File: src/rtl/clk_div_prog.sv
// clk_div_prog
// Multi-channel programmable clock divider. Every channel counts 0..div-1 and
// drives a registered divided clock plus a one-cycle tick at the end of each
// period. New ratios arrive through a single-entry valid/ready slot and are
// applied only when the target channel wraps, so a period is never cut short.
//
// Optional feature macro: CLKDIV_SYNC_EN
//   When defined, adds input sync_in. A high cycle restarts every channel at
//   cnt=0 on the next edge and applies any pending ratio at once.
//   When undefined, channels are only aligned by reset.
module clk_div_prog #(
  parameter int NUM_CH  = 2,
  parameter int CNT_W   = 8,
  parameter int DEF_DIV = 4,
  parameter int CH_W    = (NUM_CH > 1) ? $clog2(NUM_CH) : 1
) (
  input  logic              clock,
  input  logic              reset,
`ifdef CLKDIV_SYNC_EN
  input  logic              sync_in,
`endif
  input  logic              cfg_valid,
  output logic              cfg_ready,
  input  logic [CH_W-1:0]   cfg_ch,
  input  logic [CNT_W-1:0]  cfg_div,
  output logic              cfg_err,
  output logic [NUM_CH-1:0] clk_out,
  output logic [NUM_CH-1:0] tick
);

  localparam logic [CNT_W-1:0] ONE = CNT_W'(1);
  localparam logic [CNT_W-1:0] TWO = CNT_W'(2);

  // Per-channel counter and active ratio
  logic [CNT_W-1:0]  cnt_q [NUM_CH];
  logic [CNT_W-1:0]  cnt_d [NUM_CH];
  logic [CNT_W-1:0]  div_q [NUM_CH];
  logic [CNT_W-1:0]  div_d [NUM_CH];

  // Registered output decodes
  logic [NUM_CH-1:0] clk_q;
  logic [NUM_CH-1:0] clk_d;
  logic [NUM_CH-1:0] tick_q;
  logic [NUM_CH-1:0] tick_d;

  // Single pending update slot
  logic              pend_vld_q;
  logic              pend_vld_d;
  logic [CH_W-1:0]   pend_ch_q;
  logic [CH_W-1:0]   pend_ch_d;
  logic [CNT_W-1:0]  pend_div_q;
  logic [CNT_W-1:0]  pend_div_d;

  logic              err_q;
  logic              err_d;

  logic              sync_w;
  logic              cfg_fire;
  logic              cfg_bad;
  logic              applied;
  logic              wrap;
  logic              hit;

`ifdef CLKDIV_SYNC_EN
  assign sync_w = sync_in;
`else
  assign sync_w = 1'b0;
`endif

  // Handshake: a request transfers on a cycle where cfg_valid and cfg_ready
  // are both high. cfg_ready is simply "slot empty"; it falls the cycle after
  // a good request is taken and rises the cycle after that request is applied.
  // While cfg_ready is low cfg_valid is ignored and the requester holds its
  // request. A bad request (ratio < 2 or channel out of range) is taken,
  // discarded, and flagged by a one-cycle cfg_err; the slot stays free.
  assign cfg_fire = cfg_valid & ~pend_vld_q;
  assign cfg_bad  = (cfg_div < TWO) || (32'(cfg_ch) >= 32'(NUM_CH));

  // Next-state: counters, ratio apply on wrap (or sync), output decodes, slot
  always_comb begin
    pend_vld_d = pend_vld_q;
    pend_ch_d  = pend_ch_q;
    pend_div_d = pend_div_q;
    err_d      = 1'b0;
    applied    = 1'b0;
    wrap       = 1'b0;
    hit        = 1'b0;
    clk_d      = '0;
    tick_d     = '0;
    for (int i = 0; i < NUM_CH; i++) begin
      // Ratio >= 2 is guaranteed, so div-1 never underflows in CNT_W bits.
      wrap     = (cnt_q[i] == (div_q[i] - ONE));
      hit      = pend_vld_q && (pend_ch_q == CH_W'(i));
      cnt_d[i] = wrap ? '0 : (cnt_q[i] + ONE);
      div_d[i] = div_q[i];
      if (hit && (wrap || sync_w)) begin
        div_d[i] = pend_div_q;
        applied  = 1'b1;
      end
      if (sync_w) begin
        cnt_d[i] = '0;
      end
      // Outputs are registered copies of the decode of the next state, so
      // they line up with the counter value in the same cycle.
      clk_d[i]  = !sync_w && (cnt_d[i] >= (div_d[i] >> 1));
      tick_d[i] = !sync_w && (cnt_d[i] == (div_d[i] - ONE));
    end
    if (applied) begin
      pend_vld_d = 1'b0;
    end
    if (cfg_fire) begin
      if (cfg_bad) begin
        err_d = 1'b1;
      end else begin
        pend_vld_d = 1'b1;
        pend_ch_d  = cfg_ch;
        pend_div_d = cfg_div;
      end
    end
  end

  // State registers; synchronous reset dominates and drops any pending update
  always_ff @(posedge clock) begin
    if (reset) begin
      for (int i = 0; i < NUM_CH; i++) begin
        cnt_q[i] <= '0;
        div_q[i] <= CNT_W'(DEF_DIV);
      end
      clk_q      <= '0;
      tick_q     <= '0;
      pend_vld_q <= 1'b0;
      pend_ch_q  <= '0;
      pend_div_q <= '0;
      err_q      <= 1'b0;
    end else begin
      for (int i = 0; i < NUM_CH; i++) begin
        cnt_q[i] <= cnt_d[i];
        div_q[i] <= div_d[i];
      end
      clk_q      <= clk_d;
      tick_q     <= tick_d;
      pend_vld_q <= pend_vld_d;
      pend_ch_q  <= pend_ch_d;
      pend_div_q <= pend_div_d;
      err_q      <= err_d;
    end
  end

  assign clk_out   = clk_q;
  assign tick      = tick_q;
  assign cfg_ready = ~pend_vld_q;
  assign cfg_err   = err_q;

endmodule

File: config.mk
export PLATFORM = sky130hd
export DESIGN_NAME = clk_div_prog
export DESIGN_NICKNAME = d
export VERILOG_FILES = /design/src/rtl/clk_div_prog.sv
export SDC_FILE = /design/constraint.sdc
export NUM_CORES = 1
export LEC_CHECK = 0
export ABC_AREA = 0
export CORE_ASPECT_RATIO = 0.7
export CORE_MARGIN = 10
export CORE_UTILIZATION = 58
export CTS_CLUSTER_SIZE = 28
export DETAILED_ROUTE_END_ITERATION = 7
export HOLD_SLACK_MARGIN = 0.05
export PLACE_DENSITY_LB_ADDON = 0.3
export SLEW_MARGIN = 20
export SYNTH_ARGS = -nofsm -noshare
export SYNTH_HDL_FRONTEND = slang
export SYNTH_SLANG_ARGS = --single-unit
export TNS_END_PERCENT = 50
File: constraint.sdc
create_clock -name clock -period 4.95 [get_ports clock]
set_input_delay 0.99 -clock clock [delete_from_list [all_inputs] [get_ports clock]]
set_output_delay 0.99 -clock clock [all_outputs]
set_load 0.01 [all_outputs]
==> results.json, run 1 <==
{
  "vdd_drop_max_mv": 0.189,
  "final_layout_size_suffix_gt1_share_pct": 7.42,
  "max_freq_mhz": 248,
  "fillCellCount": 489,
  "drtAntennaViolNets": 0,
  "met3_length_um": 803,
  "cts-buffers-inserted": 5,
  "ys_ff_latch": 47,
  "hold_class": "register to register",
  "num_vias": 3170,
  "cts_tree": "built",
  "ioPinCount": 18,
  "globalRouteOverflowTotal": 0,
  "worstPathCellList": "inv_1, ha_1, xor2_1, nand2_1, nand4b_1, or4_1, nor2_1, buf_4, nor2_1, a21oi_1, inv_1, ha_1, nand2b_1, a21oi_1, nor2b_1, o21ai_0, nand2b_1, a21oi_1, nor2b_1, o21ai_0, a21oi_1",
  "place.gp.congestion": 0.949,
  "numPortBuffers": 17,
  "hpwlAfterDp_mm": 6.57,
  "grt_max_degree": 38,
  "ys_seq_area_share_pct": 27.4,
  "utilization_pct": 66.1,
  "path_clk_slew_ns": 0.09,
  "synthTopCellsByArea": "dfxtp_1, nor2_1, ha_1, mux2i_1, xnor2_1",
  "grt_setup_unrepaired": "no",
  "cp.arrival_ns": 4.22,
  "yosysWarnings": 0,
  "cts_max_path_buffers": 2,
  "first_pass_iters": 5,
  "synthArstFlopShare_pct": 0,
  "clkSinkCount": 47,
  "die-area_mm2": 0.00945,
  "place_ws_ns": 1.01,
  "syn_nets": 467,
  "cts_hold_buf": 0,
  "start_util_pct": 60.0,
  "cpPeakStageDelay_ns": 0.56,
  "clk_root_buffer_cell": "clkbuf_8",
  "detail_route.wirelength_mm": 8.80,
  "synthFlopType": "dfxtp_1",
  "cts_setup_buffers": 0,
  "synthTopCellsByCount": "nor2_1, dfxtp_1, nor3_1, xnor2_1",
  "crit_type": "register to register",
  "worst_setup_path_start_kind": "register",
  "syn_area_per_cell_um2": 7.90,
  "status": "finished clean",
  "die_y_um": 84.4,
  "clock_skew_ns": 0.00927,
  "crit_required_ns": 5.13,
  "finalSetupTns_ns": 0,
  "cts_resized": 0,
  "die_w_um": 112,
  "nNetsFinal": 476,
  "yosysMostFrequentCell": "nor2_1",
  "p_leak_nw": 1.54,
  "wl_met2_mm": 3.55,
  "cpMaxStageDelayCell": "or4_1",
  "synth_top_area_share_pct": 27.4,
  "synth-edff-count": 0,
  "grt_pass1_vias": 2954,
  "wl_met1_mm": 4.38,
  "hold_violations": 0,
  "max_slew_margin_pct": 48.3,
  "slew_violations": 0,
  "endpoint_kind": "register",
  "yosysUniqueCellTypes": 59,
  "core_area_mm2": 0.00573,
  "drtIter0Drc": 341,
  "fin_crit_sh_pct": 81.6,
  "drv_cap": 0,
  "via_per_inst": 6.10,
  "antenna_found_initial": 0,
  "syn-cell-area_mm2": 0.00344,
  "drc": 0,
  "row_count": 23,
  "path_common_cell": "a21oi_1",
  "seq_area_um2": 941,
  "antenna_cells": 0,
  "synthCells": 435,
  "grt_pass1_wl_mm": 14.9,
  "path_max_fanout": 14,
  "h-tree-depth": 2,
  "setup_viol": 0,
  "p_per_area_mw_per_mm2": 250,
  "clkLatencyLatePin_ns": 0.30,
  "wl_per_cell_um": 16.9,
  "top_layer": "met4",
  "area_growth_syn_to_layout_pct": 10.2,
  "setup_ws_ns": 0.911,
  "fin_crit_ns": 4.04,
  "multi_input_comb_area_mm2": 0.00233,
  "worst_slew_pin_slew_ns": 0.769,
  "synth_top_area_cell": "dfxtp_1",
  "grtUsageTotal_pct": 18.3
}
==> cells by family (layout without fill, tap and decap cells) <==
logic type | after synthesis | after routing | share of synthesized area (%)
AO/OA/AOI/OAI | 63 | 63 | 12.1
XOR/XNOR | 41 | 41 | 10.4
adder cells (fa/ha/maj) | 21 | 21 | 7.57
buffers and inverters | 39 | 49 | 4.91
flip-flops | 47 | 47 | 27.4
multiplexers | 31 | 31 | 9.54
AND/OR/NAND/NOR | 193 | 193 | 28.1
==> state kept, by name (all words and copies together) (netlist names) <==
signal / flops
div_q: 16
pend_vld_q: 1
clk_out: 2
pend_ch_q: 1
cfg_err: 1
pend_div_q: 8
tick: 2
cnt_q: 16
==> worst max-delay path: cells and delay by family (launching register included) <==
| kind | cells | cell delay, ns |
|---|---|---|
| adder cells (fa/ha/maj) | 2 | 0.59 |
| XOR/XNOR | 1 | 0.18 |
| AND/OR/NAND/NOR | 9 | 1.38 |
| flip-flops | 1 | 0.43 |
| buffers and inverters | 3 | 0.39 |
| AO/OA/AOI/OAI | 6 | 0.96 |
==> layout make-up <==
cell class,count,area share (%)
well taps,75,2.48
multi-input cells,349,61.6
clock inverters,2,1.59
flip-flops and latches,47,24.8
clock buffers,6,1.92
inverters,17,1.68
repair buffers,24,5.88
==> metal layers <==
layer / global-route usage (%) / vias to the layer above
met5: 0 / -
met4: 3.45 / 0
met3: 3.27 / 10
met2: 26.3 / 159
met1: 27.5 / 1457
li1: - / 1544
==> cells in the final DEF (no fill, tap or decap), drive strengths merged, types with 10 or more instances in the layout <==
master	instances
nor3	28
ha	20
nor2	77
xnor2	26
nand2b	10
nand2	20
a21oi	23
nand3	10
clkdlybuf4s50	17
mux2i	23
dfxtp	47
inv	17
xor2	15
o21ai	15
==> stage by stage <==
stage               cell area (µm²)  hold WS [ns]  cells  power (mW)
floorplan                      3440         0.454    435       0.549
global placement               3650         0.496    512       0.608
detailed placement             3650         0.513    512       0.611
CTS                            3790         0.533    520       0.945
global route                   3790         0.585    520       0.985
finish                         3790         0.541    520       0.947
==> path summary, 6_finish.rpt <==
path / startpoint / end / slack [ns] / cells after the start
worst max-delay path: div_q[0][8] / clk_out[1] / 0.91 / 21
worst min-delay path: cnt_q[0][8] / cnt_q[0][8] / 0.54 / 1
worst min register to register: cnt_q[0][8] / cnt_q[0][8] / 0.54 / 1
worst max register to register: div_q[0][8] / clk_out[1] / 0.91 / 21
==> report_power, final <==
part | total (mW) | internal (mW) | switching [mW]
logic | 0.192 | 0.0859 | 0.106
clock network | 0.338 | 0.202 | 0.135
registers | 0.418 | 0.397 | 0.0211
(Power assumes the default switching activity.)
==> inputs of run 2 (changes only) <==
Settings changed: CORE_UTILIZATION 58 to 55.
Clock period 4.95 ns to 3.6 ns, I/O delays scaled along.
==> run 2 against run 1 <==
Compared with the run above:
- clock power up 19%
- worst hold slack improved by 0.020 ns
- cell count increased by 3.5%
- combinational power grew 48%
- largest power group unchanged
- final area is 6.0% higher
- critical path depth decreased by 2
- sequential share of layout area decreased by 1.4 points
- utilization increased by 1.9 points
- worst setup slack worse by 0.79 ns
- critical endpoint unchanged
- register-to-register slack worse by 0.79 ns
- wire length up 7.1%
- maximum frequency is 16% higher
==> results.json, run 2 (synthesized netlist as in run 1, its figures left out) <==
{
  "area_growth_syn_to_layout_pct": 16.9,
  "nNetsFinal": 495,
  "worst_setup_path_start_kind": "register",
  "grt_pass1_wl_mm": 15.3,
  "finalNonFillerCells": 538,
  "hold_class": "register to register",
  "antenna_found_initial": 0,
  "die_y_um": 86.1,
  "setup_viol": 0,
  "endpoint_kind": "register",
  "top_layer": "met4",
  "clk_root_buffer_cell": "clkbuf_8",
  "globalRouteOverflowTotal": 0,
  "ioPinCount": 18,
  "path_max_fanout": 4,
  "cp.arrival_ns": 3.68,
  "reg_top3": "cnt_q x16, div_q x16, pend_div_q x8",
  "fillCellCount": 503,
  "setup_ws_ns": 0.117,
  "max_slew_margin_pct": 63.2,
  "worst_slew_pin_slew_ns": 0.546,
  "finalSetupTns_ns": 0,
  "cp_top_family": "simple AND/OR/NAND/NOR gates",
  "pwr-share-comb_pct": 22.6,
  "slew_violations": 0,
  "hold_slack_ns": 0.561,
  "crit_required_ns": 3.79,
  "total_power_mw": 1.26,
  "die_w_um": 114,
  "die-area_mm2": 0.00986,
  "path_buf_inv": 2,
  "cpMaxStageDelayCell": "or4_4",
  "crit_type": "register to register",
  "met3_length_um": 899,
  "cts_max_path_buffers": 2,
  "detail_route.wirelength_mm": 9.42,
  "hold_violations": 0,
  "p_leak_nw": 1.63,
  "via_per_inst": 6.03,
  "utilization_pct": 68.1,
  "fin_crit_ns": 3.48,
  "antenna_cells": 0,
  "worstHoldStart": "cnt_q[0][0]",
  "path_common_cell": "a21oi_1",
  "worstPathCellList": "buf_4, or2_2, nor4_2, nor4_2, or4_4, nor2_4, nor2_1, a21oi_2, inv_1, ha_1, nand2b_1, a21oi_1, nor2b_1, o21ai_1, nand2b_1, a21oi_1, nor2b_1, o21ai_1, a21oi_1",
  "wl_met1_mm": 4.56,
  "place_ws_ns": 0.0667,
  "switching_share_pct": 30.4,
  "grt_pass1_vias": 3058,
  "drv_cap": 0,
  "r2r-start": "div_q[0][9]",
  "pwr-share-clk_pct": 32.0,
  "numPortBuffers": 17,
  "p_per_area_mw_per_mm2": 314,
  "core_area_mm2": 0.00590,
  "startpoint": "div_q[0][9]",
  "vdd_drop_max_mv": 0.189,
  "dp.cells": 528,
  "grt_max_degree": 37,
  "clkSinkCount": 47,
  "max_freq_mhz": 287,
  "clkLatencyLatePin_ns": 0.33,
  "cpPeakStageDelay_ns": 0.46,
  "wl_per_cell_um": 17.5,
  "final_common_cell": "nor2_1",
  "drtIter0Drc": 355,
  "cts_hold_buf": 0,
  "layout_common_cells": "nor2_1, dfxtp_1, nor3_1, buf_4, xnor2_1",
  "hpwlAfterDp_mm": 6.92,
  "switching_power_mw": 0.383,
  "status": "finished clean",
  "place_area_mm2": 0.00379,
  "fin_crit_sh_pct": 96.7,
  "drtAntennaViolNets": 0,
  "wl_met2_mm": 3.87,
  "num_vias": 3242,
  "final_layout_size_suffix_gt1_share_pct": 16.0,
  "clock_skew_ns": 0.0125,
  "cts_tree": "built",
  "grtUsageTotal_pct": 18.9,
  "path_clk_slew_ns": 0.09,
  "cts-buffers-inserted": 5,
  "h-tree-depth": 2,
  "start_util_pct": 58.3,
  "place.gp.congestion": 0.964,
  "row_count": 23,
  "seqPwrFrac_pct": 45.4,
  "internal_power_mw": 0.878,
  "first_pass_iters": 6,
  "drc": 0,
  "finish.instance_area_mm2": 0.00402
}
run 2: cell types whose count changed in the layout (fill, tap and decap cells not counted), moves of 4 or more:
cell and delta:
a21oi_1 -4, a21oi_2 +4, buf_4 +18, nor4_1 -4, nor4_2 +4
run 2: power by group through the flow:
stage	Clock (mW)	Sequential, mW	Combinational [mW]
5_1_grt	0.422	0.577	0.310
4_1_cts	0.397	0.572	0.268
3_5_place_dp	0	0.583	0.266
6_report	0.403	0.573	0.285
2_1_floorplan	0	0.581	0.175
3_3_place_gp	0	0.584	0.256
run 2: path summary, 6_finish.rpt:
path | to | slack (ns) | cells past startpoint
worst min register to register | cnt_q[0][0] | 0.56 | 1
worst max-delay path | clk_out[1] | 0.12 | 19
worst max register to register | clk_out[1] | 0.12 | 19
worst min-delay path | cnt_q[0][0] | 0.56 | 1
run 2: area by class of cell:
type	count	area [µm²]	share of cell area (%)
clock buffers	6	72.6	1.81
clock inverters	1	30.0	0.748
inverters	17	63.8	1.59
multi-input cells	349	2440	60.8
flip-flops and latches	47	943	23.5
well taps	75	93.8	2.34
repair buffers	43	369	9.19
run 2: what timing repair did:
action | 4_1_cts | 5_1_grt
endpoints found under the hold margin | 0 | 0
setup endpoints to repair | 0 | 4
buffers inserted | 0 | 3
resized for setup | 0 | 24
run 2: worst reg2reg max path: cells and delay by family, from the launching register on:
family | cells | cell delay (ns)
compound gates | 6 | 0.69
fa+ha+maj | 1 | 0.27
buf+inv | 2 | 0.20
flops | 1 | 0.33
simple gates | 10 | 1.85
run 2: metal layers:
metal | track usage, % | vias up
li1 | - | 1575
met1 | 26.7 | 1530
met2 | 27.3 | 125
met3 | 4.38 | 12
met4 | 6.02 | 0
met5 | 0 | -
==> inputs of run 3 (changes only) <==
==> constraint.sdc (replaced) <==
create_clock -name clock -period 3.6 [get_ports clock]
set_input_delay 0.9 -clock clock [delete_from_list [all_inputs] [get_ports clock]]
set_output_delay 0.9 -clock clock [all_outputs]
set_load 0.01 [all_outputs]
==> run 3 against run 2 <==
Compared with the run above:
- non-clock buffer count decreased by 1
- critical endpoint unchanged
- final area decreased by 0.12%
- maximum frequency increased by 1.4%
- wire length increased by 0.47%
- first-iteration DRC count decreased by 2.3%
- sequential power about the same
- clock skew decreased by 0.0033 ns
- register-to-register slack improved by 0.05 ns
- utilization decreased by 0.085 points
- largest cell class unchanged
==> results.json, run 3 (synthesized netlist as in run 1, its figures left out) <==
{
  "detail_route.wirelength_mm": 9.46,
  "cpMaxStageDelayCell": "or4_4",
  "setup_ws_ns": 0.165,
  "switching_share_pct": 31.3,
  "cts-buffers-inserted": 5,
  "area_growth_syn_to_layout_pct": 16.7,
  "clk_root_buffer_cell": "clkbuf_8",
  "row_count": 23,
  "fin_crit_ns": 3.43,
  "worst_slew_pin_slew_ns": 0.709,
  "cpPeakStageDelay_ns": 0.47,
  "seqPwrFrac_pct": 48.9,
  "fillCellCount": 486,
  "reg_top3": "cnt_q x16, div_q x16, pend_div_q x8",
  "hold_slack_ns": 0.574,
  "drtIter0Drc": 347,
  "clkLatencyLatePin_ns": 0.31,
  "ioPinCount": 18,
  "core_area_mm2": 0.00590,
  "endpoint_kind": "register",
  "status": "finished clean",
  "place.gp.congestion": 0.954,
  "hold_violations": 0,
  "place_ws_ns": 0.0608,
  "clkSinkCount": 47,
  "antenna_found_initial": 0,
  "p_per_area_mw_per_mm2": 293,
  "cp.arrival_ns": 3.61,
  "clock_skew_ns": 0.00922,
  "slew_violations": 0,
  "hpwlAfterDp_mm": 7.00,
  "start_util_pct": 58.3,
  "die_y_um": 86.1,
  "grt_max_degree": 37,
  "nNetsFinal": 494,
  "cts_max_path_buffers": 2,
  "numPortBuffers": 17,
  "worst_setup_path_start_kind": "register",
  "drc": 0,
  "crit_type": "register to register",
  "worstPathCellList": "or3_4, nor4_2, nor4_2, or4_4, nor2_4, nor2_1, a21oi_2, inv_1, ha_1, nand2b_4, a21oi_2, nor2b_1, o21ai_1, nand2b_1, a21oi_2, nor2b_1, o21ai_1, a21oi_1",
  "max_slew_margin_pct": 52.7,
  "finish.instance_area_mm2": 0.00401,
  "finalNonFillerCells": 536,
  "pwr-share-clk_pct": 26.5,
  "crit_required_ns": 3.78,
  "final_common_cell": "nor2_1",
  "path_max_fanout": 5,
  "path_clk_slew_ns": 0.09,
  "finalSetupTns_ns": 0,
  "drv_cap": 0,
  "die-area_mm2": 0.00986,
  "drtAntennaViolNets": 0,
  "pwr-share-comb_pct": 24.7,
  "grt_pass1_vias": 3037,
  "internal_power_mw": 0.808,
  "place_area_mm2": 0.00379,
  "layout_common_cells": "nor2_1, dfxtp_1, nor3_1, xnor2_1, buf_4",
  "max_freq_mhz": 291,
  "grt_pass1_wl_mm": 15.0,
  "p_leak_nw": 1.61,
  "die_w_um": 114,
  "antenna_cells": 0,
  "path_common_cell": "a21oi_2",
  "vdd_drop_max_mv": 0.207,
  "first_pass_iters": 5,
  "fin_crit_sh_pct": 95.4,
  "cts_tree": "built",
  "grtUsageTotal_pct": 18.5,
  "switching_power_mw": 0.368,
  "multi_input_comb_area_mm2": 0.00247,
  "hold_class": "register to register",
  "num_vias": 3242,
  "wl_per_cell_um": 17.7,
  "globalRouteOverflowTotal": 0,
  "cts_hold_buf": 0,
  "dp.cells": 528,
  "h-tree-depth": 2,
  "via_per_inst": 6.05,
  "seq_area_um2": 945,
  "final_layout_size_suffix_gt1_share_pct": 16.3,
  "setup_viol": 0
}
run 3: repair_timing:
action | CTS | global route
setup endpoints to repair | 0 | 3
setup buffers | 0 | 2
resized for setup | 0 | 29
run 3: path summary, 6_finish.rpt:
check | from | to | slack [ns] | depth (start not counted)
hold reg to reg | pend_vld_q | pend_vld_q | 0.57 | 2
setup reg to reg | div_q[0][10] | clk_out[1] | 0.17 | 18
setup / recovery | div_q[0][10] | clk_out[1] | 0.17 | 18
hold / removal | pend_vld_q | pend_vld_q | 0.57 | 2
run 3: metrics by stage:
step	power, mW	utilization, %
after floorplan	0.756	-
after global placement	0.840	64.3
after detailed placement	0.850	64.3
after CTS	1.15	65.5
after global routing	1.23	68.0
final	1.18	68.0
run 3: critical path, delay by kind of cell (launching register included):
| family | cells | cell delay (ns) |
|---|---|---|
| AO/OA/AOI/OAI | 6 | 0.69 |
| adder cells (fa/ha/maj) | 1 | 0.29 |
| buffers and inverters | 1 | 0.06 |
| flip-flops | 1 | 0.39 |
| AND/OR/NAND/NOR | 10 | 1.87 |
run 3: metal layers:
| metal | track usage [%] | up-vias | routed length, µm |
|---|---|---|---|
| li1 | - | 1570 | - |
| met1 | 27.0 | 1508 | 4640 |
| met2 | 26.1 | 151 | 3860 |
| met3 | 3.62 | 13 | 838 |
| met4 | 6.24 | 0 | 124 |
| met5 | 0 | - | 0 |
run 3: layout make-up:
class / instances / share of cell area (%)
Tap cell: 75 / 2.34
Sequential cell: 47 / 23.5
Clock buffer: 6 / 1.81
Timing Repair Buffer: 42 / 9.01
Multi-Input combinational cell: 349 / 61.7
Inverter: 17 / 1.59
run 3: power groups by stage:
stage	clock network (mW)	registers (mW)	logic, mW
3_5_place_dp	0	0.584	0.265
2_1_floorplan	0	0.581	0.175
5_1_grt	0.333	0.578	0.315
4_1_cts	0.311	0.573	0.268
3_3_place_gp	0	0.584	0.256
6_report	0.311	0.575	0.290
